<file path="src/rtl/eth_mon_pkg.sv">
// Shared types and constants for the Ethernet receive-side frame monitor.
package eth_mon_pkg;

  typedef enum logic [1:0] {
    MODE_LAST    = 2'd0,
    MODE_FRAMES  = 2'd1,
    MODE_GOODBAD = 2'd2,
    MODE_HIST    = 2'd3
  } disp_mode_t;

  // Width of the frame-count field on the status LEDs
  localparam int LED_CNT_W = 14;

  // Half of the display word, used for the packed good/bad and length/frame views
  localparam int DISP_HALF_W = 16;

endpackage : eth_mon_pkg

</file>
<file path="src/rtl/eth_frame_monitor_if.sv">
// Bus bundle between the receive chain taps and the frame monitor.
interface eth_frame_monitor_if #(
  parameter int DATA_W = 32
);
  import eth_mon_pkg::*;

  // Handshake: every input is a pure observation of the receive chain; agg_v is a
  // one-cycle valid with no ready/back-pressure, so each pulse must be consumed in that cycle.
  logic              eth_v;
  logic              ck_done;
  logic              ck_kill;
  logic              agg_v;
  logic [DATA_W-1:0] agg_d;
  disp_mode_t        mode;
  logic              hist_next;
  logic [DATA_W-1:0] val_out;
  logic [15:0]       led_out;

  modport master (
    output eth_v, ck_done, ck_kill, agg_v, agg_d, mode, hist_next,
    input  val_out, led_out
  );

  modport slave (
    input  eth_v, ck_done, ck_kill, agg_v, agg_d, mode, hist_next,
    output val_out, led_out
  );

endinterface : eth_frame_monitor_if

</file>
<file path="src/rtl/mon_ring_buf.sv">
// Overwrite-oldest history of aggregate words with reads addressed relative to the newest entry.
module mon_ring_buf #(
  parameter int DEPTH  = 8,
  parameter int DATA_W = 32,
  localparam int AW    = $clog2(DEPTH)
) (
  input  logic              clk,
  input  logic              rst,
  input  logic              wr_en,
  input  logic [DATA_W-1:0] wr_data,
  input  logic [AW-1:0]     rd_idx,
  output logic [DATA_W-1:0] rd_data,
  output logic [DATA_W-1:0] newest_data,
  output logic [AW:0]       fill
);

  logic [DATA_W-1:0] mem [DEPTH];
  logic [AW-1:0]     wr_ptr;
  logic [AW-1:0]     newest_addr;
  logic [AW-1:0]     rd_addr;

  always_ff @(posedge clk) begin
    if (rst) begin
      wr_ptr <= '0;
      fill   <= '0;
    end else if (wr_en) begin
      wr_ptr <= wr_ptr + AW'(1);
      if (fill != (AW+1)'(DEPTH)) begin
        fill <= fill + (AW+1)'(1);
      end
    end
  end

  // Storage carries no reset; fill guards every read of stale contents
  always_ff @(posedge clk) begin
    if (wr_en && !rst) begin
      mem[wr_ptr] <= wr_data;
    end
  end

  // DEPTH is a power of two, so pointer arithmetic wraps naturally
  assign newest_addr = wr_ptr - AW'(1);
  assign rd_addr     = wr_ptr - AW'(1) - rd_idx;

  assign newest_data = (fill == '0) ? '0 : mem[newest_addr];
  assign rd_data     = (fill == '0) ? '0 : mem[rd_addr];

endmodule : mon_ring_buf

</file>
<file path="src/rtl/eth_frame_monitor.sv">
// Frame/good/bad counters, aggregate history and display/LED drive for the RMII receive path.
// Optional ETH_MON_BYTELEN_EN adds per-frame byte length to the MODE_FRAMES display.
module eth_frame_monitor
  import eth_mon_pkg::*;
#(
  parameter int CNT_W  = 16,
  parameter int DEPTH  = 8,
  parameter int DATA_W = 32
) (
  input logic               clk,
  input logic               rst,
  eth_frame_monitor_if.slave bus
);

  localparam int AW = $clog2(DEPTH);
  localparam logic [CNT_W-1:0] CNT_MAX = '1;

  logic              eth_v_q;
  logic              ck_done_q;
  logic [CNT_W-1:0]  frame_cnt;
  logic [CNT_W-1:0]  good_cnt;
  logic [CNT_W-1:0]  bad_cnt;
  logic [AW-1:0]     hist_idx;
  logic [AW:0]       fill;
  logic [DATA_W-1:0] hist_data;
  logic [DATA_W-1:0] newest_data;
  logic [DATA_W-1:0] val_q;
  logic [DATA_W-1:0] val_nxt;
  logic [15:0]       led_q;
  logic [15:0]       led_nxt;

  logic frame_end;
  logic ck_rise;
  logic hist_last;

  assign frame_end = eth_v_q && !bus.eth_v;
  assign ck_rise   = bus.ck_done && !ck_done_q;
  assign hist_last = ({1'b0, hist_idx} >= (fill - (AW+1)'(1)));

  mon_ring_buf #(
    .DEPTH  (DEPTH),
    .DATA_W (DATA_W)
  ) u_ring (
    .clk         (clk),
    .rst         (rst),
    .wr_en       (bus.agg_v),
    .wr_data     (bus.agg_d),
    .rd_idx      (hist_idx),
    .rd_data     (hist_data),
    .newest_data (newest_data),
    .fill        (fill)
  );

  always_ff @(posedge clk) begin
    if (rst) begin
      eth_v_q   <= 1'b0;
      ck_done_q <= 1'b0;
      frame_cnt <= '0;
      good_cnt  <= '0;
      bad_cnt   <= '0;
      hist_idx  <= '0;
      val_q     <= '0;
      led_q     <= '0;
    end else begin
      eth_v_q   <= bus.eth_v;
      ck_done_q <= bus.ck_done;
      if (frame_end && frame_cnt != CNT_MAX) begin
        frame_cnt <= frame_cnt + CNT_W'(1);
      end
      if (ck_rise && bus.ck_kill && bad_cnt != CNT_MAX) begin
        bad_cnt <= bad_cnt + CNT_W'(1);
      end
      if (ck_rise && !bus.ck_kill && good_cnt != CNT_MAX) begin
        good_cnt <= good_cnt + CNT_W'(1);
      end
      // Browsing index wraps against the current fill; it stays at 0 while empty
      if (bus.hist_next) begin
        hist_idx <= (fill == '0 || hist_last) ? '0 : hist_idx + AW'(1);
      end
      val_q <= val_nxt;
      led_q <= led_nxt;
    end
  end

`ifdef ETH_MON_BYTELEN_EN
  logic [15:0] dibit_cnt;
  logic [15:0] last_len;

  // One eth_v cycle is one RMII dibit; four dibits make a byte
  always_ff @(posedge clk) begin
    if (rst) begin
      dibit_cnt <= '0;
      last_len  <= '0;
    end else if (frame_end) begin
      last_len  <= dibit_cnt >> 2;
      dibit_cnt <= '0;
    end else if (bus.eth_v && dibit_cnt != 16'hFFFF) begin
      dibit_cnt <= dibit_cnt + 16'd1;
    end
  end
`endif

  logic [31:0]                  frame_ext;
  logic [31:0]                  good_ext;
  logic [31:0]                  bad_ext;
  logic [DISP_HALF_W-1:0]       good16;
  logic [DISP_HALF_W-1:0]       bad16;
  logic [LED_CNT_W-1:0]         frame_led;

  assign frame_ext = 32'(frame_cnt);
  assign good_ext  = 32'(good_cnt);
  assign bad_ext   = 32'(bad_cnt);
  assign good16    = (good_ext > 32'h0000_FFFF) ? '1 : good_ext[DISP_HALF_W-1:0];
  assign bad16     = (bad_ext  > 32'h0000_FFFF) ? '1 : bad_ext[DISP_HALF_W-1:0];
  assign frame_led = (frame_ext > 32'((1 << LED_CNT_W) - 1)) ? '1 : frame_ext[LED_CNT_W-1:0];

  always_comb begin
    val_nxt = '0;
    led_nxt = {bus.ck_kill, bus.ck_done, frame_led};
    case (bus.mode)
      MODE_LAST:    val_nxt = newest_data;
`ifdef ETH_MON_BYTELEN_EN
      MODE_FRAMES:  val_nxt = DATA_W'({last_len, frame_ext[15:0]});
`else
      MODE_FRAMES:  val_nxt = DATA_W'(frame_ext);
`endif
      MODE_GOODBAD: val_nxt = DATA_W'({good16, bad16});
      MODE_HIST:    val_nxt = hist_data;
      default:      val_nxt = '0;
    endcase
  end

  assign bus.val_out = val_q;
  assign bus.led_out = led_q;

endmodule : eth_frame_monitor

</file>
<file path="src/flat_wrapper.sv">
// flat-port wrapper written by rule: the top's interface ports become plain ports
module eth_frame_monitor_flat import eth_mon_pkg::*;
#(
  parameter int CNT_W  = 16,
  parameter int DEPTH  = 8,
  parameter int DATA_W = 32
)
  (clk, rst, bus_eth_v, bus_ck_done, bus_ck_kill, bus_agg_v, bus_agg_d, bus_mode, bus_hist_next, bus_val_out, bus_led_out);
  eth_frame_monitor_if #(.DATA_W(DATA_W)) bus_i ();
  input logic clk;
  input logic rst;
  input wire logic [$bits(bus_i.eth_v)-1:0] bus_eth_v;
  input wire logic [$bits(bus_i.ck_done)-1:0] bus_ck_done;
  input wire logic [$bits(bus_i.ck_kill)-1:0] bus_ck_kill;
  input wire logic [$bits(bus_i.agg_v)-1:0] bus_agg_v;
  input wire logic [$bits(bus_i.agg_d)-1:0] bus_agg_d;
  input wire logic [$bits(bus_i.mode)-1:0] bus_mode;
  input wire logic [$bits(bus_i.hist_next)-1:0] bus_hist_next;
  output wire logic [$bits(bus_i.val_out)-1:0] bus_val_out;
  output wire logic [$bits(bus_i.led_out)-1:0] bus_led_out;
  assign bus_i.eth_v = bus_eth_v;
  assign bus_i.ck_done = bus_ck_done;
  assign bus_i.ck_kill = bus_ck_kill;
  assign bus_i.agg_v = bus_agg_v;
  assign bus_i.agg_d = bus_agg_d;
  assign bus_i.mode = bus_mode;
  assign bus_i.hist_next = bus_hist_next;
  assign bus_val_out = bus_i.val_out;
  assign bus_led_out = bus_i.led_out;
  eth_frame_monitor #(.CNT_W(CNT_W), .DEPTH(DEPTH), .DATA_W(DATA_W)) u_core (.clk(clk), .rst(rst), .bus(bus_i));
endmodule
</file>
<file path="config.mk">
export PLATFORM = sky130hd
export DESIGN_NAME = eth_frame_monitor_flat
export DESIGN_NICKNAME = d
export VERILOG_FILES = /design/src/rtl/eth_mon_pkg.sv /design/src/rtl/eth_frame_monitor_if.sv /design/src/rtl/mon_ring_buf.sv /design/src/rtl/eth_frame_monitor.sv /design/src/flat_wrapper.sv
export SDC_FILE = /design/constraint.sdc
export NUM_CORES = 1
export LEC_CHECK = 0
export ABC_AREA = 1
export CELL_PAD_IN_SITES_DETAIL_PLACEMENT = 1
export CELL_PAD_IN_SITES_GLOBAL_PLACEMENT = 2
export CORE_UTILIZATION = 39
export CTS_BUF_LIST = sky130_fd_sc_hd__clkbuf_4 sky130_fd_sc_hd__clkbuf_8 sky130_fd_sc_hd__clkbuf_16
export DETAILED_ROUTE_END_ITERATION = 7
export PLACE_DENSITY = 0.95
export SLEW_MARGIN = 10
export SYNTH_ARGS = -nofsm -noshare
export SYNTH_HDL_FRONTEND = slang
export SYNTH_HIERARCHICAL = 1
export SYNTH_SLANG_ARGS = --single-unit
</file>
<file path="constraint.sdc">
create_clock -name clk -period 5.5 [get_ports clk]
set_input_delay 1.65 -clock clk [delete_from_list [all_inputs] [get_ports clk]]
set_output_delay 1.65 -clock clk [all_outputs]
set_load 0.01 [all_outputs]
</file>
# ---- Yosys cells after proc, flatten, opt, wreduce, memory -nomap -nowiden
# Memory sizes are Yosys's and may differ from the RTL's.
# Cells that the tools add are included.
dict set report word_totals {
  regBits 108
  ram_bits 256
  inputBits 41
  wordCells 56
  memories 1
}
# memory words word_bits read_ports rd_clocked_by_memory_dff write_ports line
set mem_list {}
lappend mem_list {u_core.u_ring.mem 8 32 2 0 1 mon_ring_buf.sv:17} ;# logic [DATA_W-1:0] mem [DEPTH];
dict set report classes {
  addsub 9
  n_lt_le_gt_ge 4
  eq_ne 7
  n_mux 9
  n_reduce_logical 16
}
# cell count
set ops {}
lappend ops {{$pmux W32 S4} 1}
lappend ops {{$mux W32} 2}
lappend ops {{$add A16 B1 Y16 const B} 3}
lappend ops {{$ne A16 B16 Y1 const B} 3}
lappend ops {{$gt A16 B16 Y1 const B} 2}
lappend ops {{$mux W16} 2}
lappend ops {{$gt A16 B14 Y1 const B} 1}
lappend ops {{$mux W14} 1}
lappend ops {{$logic_and A1 B1 Y1} 8}
lappend ops {{$add A3 B1 Y3 const B} 2}
lappend ops {{$add A4 B1 Y4 const B} 1}
lappend ops {{$eq A2 B2 Y1 const B} 2}
lappend ops {{$ge A3 B4 Y1} 1}
lappend ops {{$logic_not A1 Y1} 4}
lappend ops {{$logic_not A4 Y1} 1}
lappend ops {{$ne A4 B4 Y1 const B} 1}
lappend ops {{$sub A4 B1 Y4 const B} 1}
lappend ops {{$mux W3} 1}
lappend ops {{$sub A3 B1 Y3 const B} 1}
lappend ops {{$sub A3 B3 Y3} 1}
lappend ops {{$eq A2 B1 Y1 const B} 1}
lappend ops {{$logic_not A2 Y1} 1}
lappend ops {{$mux W1} 2}
lappend ops {{$reduce_and A2 Y1} 1}
lappend ops {{$logic_or A1 B1 Y1} 1}

# ---- Longest topological paths before layout
# An unclocked memory read counts as a cell.
dict set report logic_depth {
  ltp_word 5
  mapped_depth 16
}

# ---- Hierarchy
# Netlist, hierarchy kept.
# module n_inst cells_each area_each_um2 seq_area_each_um2
set by_module_without_submodules {}
lappend by_module_without_submodules {mon_ring_buf 1 1692 14004.7 7827.5}
lappend by_module_without_submodules {eth_frame_monitor 1 761 5053.6 2001.9}

# ---- Worst setup path after synthesis
# No wires, ideal clock.
dict set report synth_path {
  kind {input to register}
  startpoint {in bus_agg_v}
  endpoint {mem u_core.u_ring.mem[0][0] (enable)}
  setup_ns 0.421
  arrival_ns 3.273
  slack_ns 1.806
  path_stages 4
  cell_sequence {inv_1 > nor2_1 > nand2_1 > nor2_1}
}
dict set report synth_via {
  elab_chain_len 3
}
# element line
set synth_lines {}
lappend synth_lines {{from (decl)} flat_wrapper.sv:15} ;# input wire logic [$bits(bus_i.agg_v)-1:0] bus_agg_v;
lappend synth_lines {{$logic_and A1 B1 Y1} mon_ring_buf.sv:36} ;# if (wr_en && !rst) begin
lappend synth_lines {{$mux W1} mon_ring_buf.sv:36}
lappend synth_lines {{$mux W1 (not written as such)} mon_ring_buf.sv:37} ;# mem[wr_ptr] <= wr_data;
lappend synth_lines {{to (decl)} mon_ring_buf.sv:17}
# No other way between the ends.

# ---- Worst setup path after layout
dict set report layout_path {
  startpoint {reg u_core.u_ring.wr_ptr[0]}
  endpoint {reg u_core.val_q[0] (netlist: u_core/bus.val_out[0])}
}
dict set report layout_via {
  elab_chain_len 5
  elab_cells_between_ends 6
  cone_classes {add/sub: 2; mux: 3; memory: 1}
}
# element line
set layout_lines {}
lappend layout_lines {{from (decl)} mon_ring_buf.sv:18} ;# logic [AW-1:0] wr_ptr;
lappend layout_lines {{from (signal assigned)} mon_ring_buf.sv:27} ;# wr_ptr <= wr_ptr + AW'(1);
lappend layout_lines {{$sub A3 B1 Y3} mon_ring_buf.sv:43} ;# assign rd_addr = wr_ptr - AW'(1) - rd_idx;
lappend layout_lines {{$sub A3 B3 Y3} mon_ring_buf.sv:43}
lappend layout_lines {{$mem_v2 Z8 W32} --}
lappend layout_lines {{$mux W32} mon_ring_buf.sv:46} ;# assign rd_data = (fill == '0) ? '0 : mem[rd_addr];
lappend layout_lines {{via u_core.hist_data[0]} eth_frame_monitor.sv:25} ;# logic [DATA_W-1:0] hist_data;
lappend layout_lines {{$pmux W32 S4} eth_frame_monitor.sv:120} ;# case (bus.mode)
lappend layout_lines {{to (signal assigned)} eth_frame_monitor.sv:80} ;# val_q <= val_nxt;
lappend layout_lines {{to (decl)} eth_frame_monitor.sv:27} ;# logic [DATA_W-1:0] val_q;
# The timed path passes the listed nets, and every way through them passes these cells.
# A chain may end at the register's enable or synchronous reset.

==> flow_metrics.py <==
metrics = {
    "status": {
        "status": "finished clean",
    },
    "synthesis": {
        "synthDistinctLibCells": 37,
        "synth-edff-count": 256,
        "post_synth_instance_area_um2": 19100,
        "ys_async_sr_fraction": 0,
        "share_of_synthesized_area_occupied_by_flip_flops_and_latches": 0.516,
        "yosysWarnings": 6,
        "synth_area_per_inst_um2": 7.77,
        "synth_top_cell_by_area": "edfxtp_1",
        "synth-main-ff-cell": "edfxtp_1",
        "yosys_register_bits": 363,
        "share_of_the_synthesized_area_in_the_top_cell_type": 0.403,
        "post_synth_inst_count": 2453,
        "postSynthNetCount": 2508,
        "yosys-top-cells-area": "edfxtp_1, nand2_1, dfxtp_1",
    },
    "layout": {
        "design.final.nets": 2533,
        "area_growth_pct": 13.9,
        "layout_commonest_cell": "nand2_1",
        "most-common-layout-cells": "nand2_1, nor2_1, inv_1, edfxtp_1, nand3_1",
        "post_route_cells_drive_above_1_share": 0.0558,
        "num_antenna_cells": 0,
        "layout.filler_cells": 5763,
        "final_core_utilization": 0.453,
    },
    "cts": {
        "postCtsResizedCells": 0,
        "clock_insertion_delay_worst_skew_ns": 0.59,
        "cts.htree.levels": 2,
        "cts_tree": "done",
        "clock-sinks": 363,
        "post_cts_hold_buffer_count": 0,
        "clockRootBuffer": "clkbuf_16",
        "clock_tree.buffer_depth": 3,
        "clock_input_transition_at_the_sequential_cells_of_the_worst_setup_and_hold_paths_ns": 0.06,
        "number_of_buffers_created_by_cts": 42,
        "cts.repair_timing.setup_buffer_count": 0,
    },
    "worst_setup_path": {
        "worstSetupStartpointType": "register",
        "r2r-end": "u_core/bus.val_out[0]",
        "critical_path.n_buffers_inverters": 3,
        "r2r_start": "u_core/u_ring/wr_ptr[0]",
        "reg2reg_slack_ns": 1.54,
        "cp_cell_sequence": "inv_1 > ha_4 > fa_2 > inv_2 > buf_12 > nand3_1 > nand2_1 > nand3_1 > nand2_1 > nor2_1 > a221oi_1 > a21oi_1",
        "path_class": "register to register",
        "timing.critical_path.slowest_cell_delay_ns": 0.71,
        "crit_path_end_kind": "register",
        "critical_path_peak_fanout": 52,
        "top_family_by_delay_on_critical_path": "adder cells",
        "rr_worst_depth": 12,
        "cp_slowest_cell": "dfxtp_4",
        "worst_ep_arrival_time_ns": 4.38,
        "worstPathRequired_ns": 5.92,
    },
    "die": {
        "fp.dieArea_um2": 49800,
        "initial_core_util": 0.397,
        "die_width_um": 223,
        "floorplan.rows": 80,
        "design.portCount": 89,
        "core-area_um2": 47900,
        "floorplan.die.height_um": 223,
    },
    "place": {
        "gp_routability_congestion": 0.856,
        "detailed_placement_wirelength_estimate_um": 39900,
        "portBuffers": 88,
    },
    "detailed_routing": {
        "dr.pass1.iters": 5,
        "ant_nets": 0,
        "maxUsedRoutingLayer": "met4",
        "route.vias.total": 16948,
        "via_per_inst": 5.43,
        "drc_errors_left": 0,
        "drt_iter0_drc": 1379,
        "dr_wl_met2_um": 29800,
        "wire_per_inst_um": 20.0,
        "met3WireLength_um": 3530,
        "m1WireLength_um": 27600,
        "drt-total-wl_um": 62500,
    },
    "global_routing": {
        "antenna_found_initial": 0,
        "gr-total-overflow": 0,
        "grt_pass1_wl_um": 98500,
        "global_route_total_usage_across_every_layer": 0.253,
        "via_count_of_the_first_global_routing_pass": 17674,
        "grt_max_degree": 91,
    },
    "power_and_ir_drop": {
        "pwr_density_cell_nw_per_um2": 341,
        "power_leakage_uw": 0.00882,
        "vdd_ir_drop_max_v": 0.000188,
    },
    "min_path": {
        "holdCritPathClass": "register to register",
        "min_delay_path_depth": 2,
        "timing.hold.worst.start": "u_core/good_cnt[6]",
        "hold-path-endpoint": "u_core/good_cnt[6]",
    },
    "timing": {
        "minimum_clock_period_after_layout_ns": 3.96,
        "sum_neg_setup_slack_ns": 0,
        "setup_repair_after_global_routing_missed_its_margin": "no",
        "fin_worst_hold_slack_ns": 0.497,
        "timing.fmax_ghz": 0.253,
        "finalHoldViolations": 0,
        "finalSetupViolations": 0,
        "worst_clock_skew_ns": 0.0142,
        "worst_pin_slew_ns": 1.23,
        "max-slew-margin-rel": 0.177,
        "report.final.slew_viol_count": 0,
        "min_period_over_period": 0.719,
    },
    "flow_run": {
        "timing.max_cap.violations": 0,
    },
}
## layout make-up
| class | instances | area, um^2 | area share |
|---|---|---|---|
| Inverter | 263 | 990 | 0.0456 |
| Sequential cell | 363 | 9830 | 0.453 |
| Clock buffer | 54 | 1170 | 0.0540 |
| Tap cell | 615 | 769 | 0.0354 |
| Clock inverter | 21 | 239 | 0.0110 |
| Multi-Input combinational cell | 1691 | 7600 | 0.350 |
| Timing Repair Buffer | 117 | 1110 | 0.0510 |
## kinds of logic (layout without fill, tap and decap cells)
| group | Yosys count | in the layout | share of synthesized area |
|---|---|---|---|
| compound gates | 284 | 284 | 0.0848 |
| fa+ha+maj | 14 | 14 | 0.00959 |
| flops | 363 | 363 | 0.516 |
| buf+inv | 399 | 455 | 0.0903 |
| mux | 1 | 1 | 0.000525 |
| xor+xnor | 17 | 17 | 0.00781 |
| simple gates | 1375 | 1375 | 0.291 |
## metal layers
metal | vias up | global-route usage
li1 | 7953 | -
met1 | 8384 | 0.338
met2 | 499 | 0.421
met3 | 112 | 0.0336
met4 | 0 | 0.0850
met5 | - | 0
## sequential cells by signal, summed over array words and instances (netlist names)
| name | flops |
|---|---|
| u_core/u_ring/mem | 256 |
| u_core/bus.val_out | 32 |
| u_core/bad_cnt | 16 |
| u_core/bus.led_out | 16 |
| u_core/frame_cnt | 16 |
| u_core/good_cnt | 16 |
| u_core/u_ring/fill | 4 |
| u_core/hist_idx | 3 |
| u_core/u_ring/wr_ptr | 3 |
| u_core/eth_v_q | 1 |
## worst max-delay path by stage
stage	startpoint	to	cells past startpoint
2_1_floorplan	bus_agg_v	u_core/u_ring/mem[0][0]	4
3_3_place_gp	bus_agg_v	u_core/u_ring/mem[4][20]	6
3_5_place_dp	bus_agg_v	u_core/u_ring/mem[4][20]	6
4_1_cts	u_core/u_ring/wr_ptr[0]	u_core/bus.val_out[0]	12
5_1_grt	u_core/u_ring/wr_ptr[0]	u_core/bus.val_out[3]	11
6_report	u_core/u_ring/wr_ptr[0]	u_core/bus.val_out[0]	12
## report_power, final
part / switching (uW) / total [uW] / internal, uW
registers: 43.6 / 3020 / 2980
logic: 1040 / 1480 / 437
clock network: 1160 / 2890 / 1740
## stage by stage
step           power (uW)  cell area (um^2)  setup slack, ns  std cells
3_3_place_gp         4500             20300             1.43       3049
2_1_floorplan        4040             19100             1.81       2453
3_5_place_dp         4540             20300             1.40       3049
6_report             7400             21700             1.54       3124
5_1_grt              7690             21700             1.34       3124
4_1_cts              7440             21700             1.55       3124
## Yosys cell counts (4+ instances only)
cell	count
nand2_1	792
nor2_1	330
inv_1	258
edfxtp_1	256
nand3_1	219
a21oi_1	126
dfxtp_1	107
o21ai_0	76
buf_2	75
o211ai_1	42
clkbuf_1	34
xor2_1	14
a221oi_1	13
buf_6	13
ha_1	13
o21ai_1	13
nand4_1	11
buf_4	8
a21oi_2	7
buf_1	6
nand2_2	5
nor3_1	5
a31oi_1	4
inv_2	4
## worst register-to-register path: cells and delay by family, from the launching register on
family	cells	cell delay (ns)
simple gates	5	0.48
fa+ha+maj	2	1.14
compound gates	2	0.39
flops	1	0.71
buf+inv	3	1.09
Power figures use the tool's default switching activity.
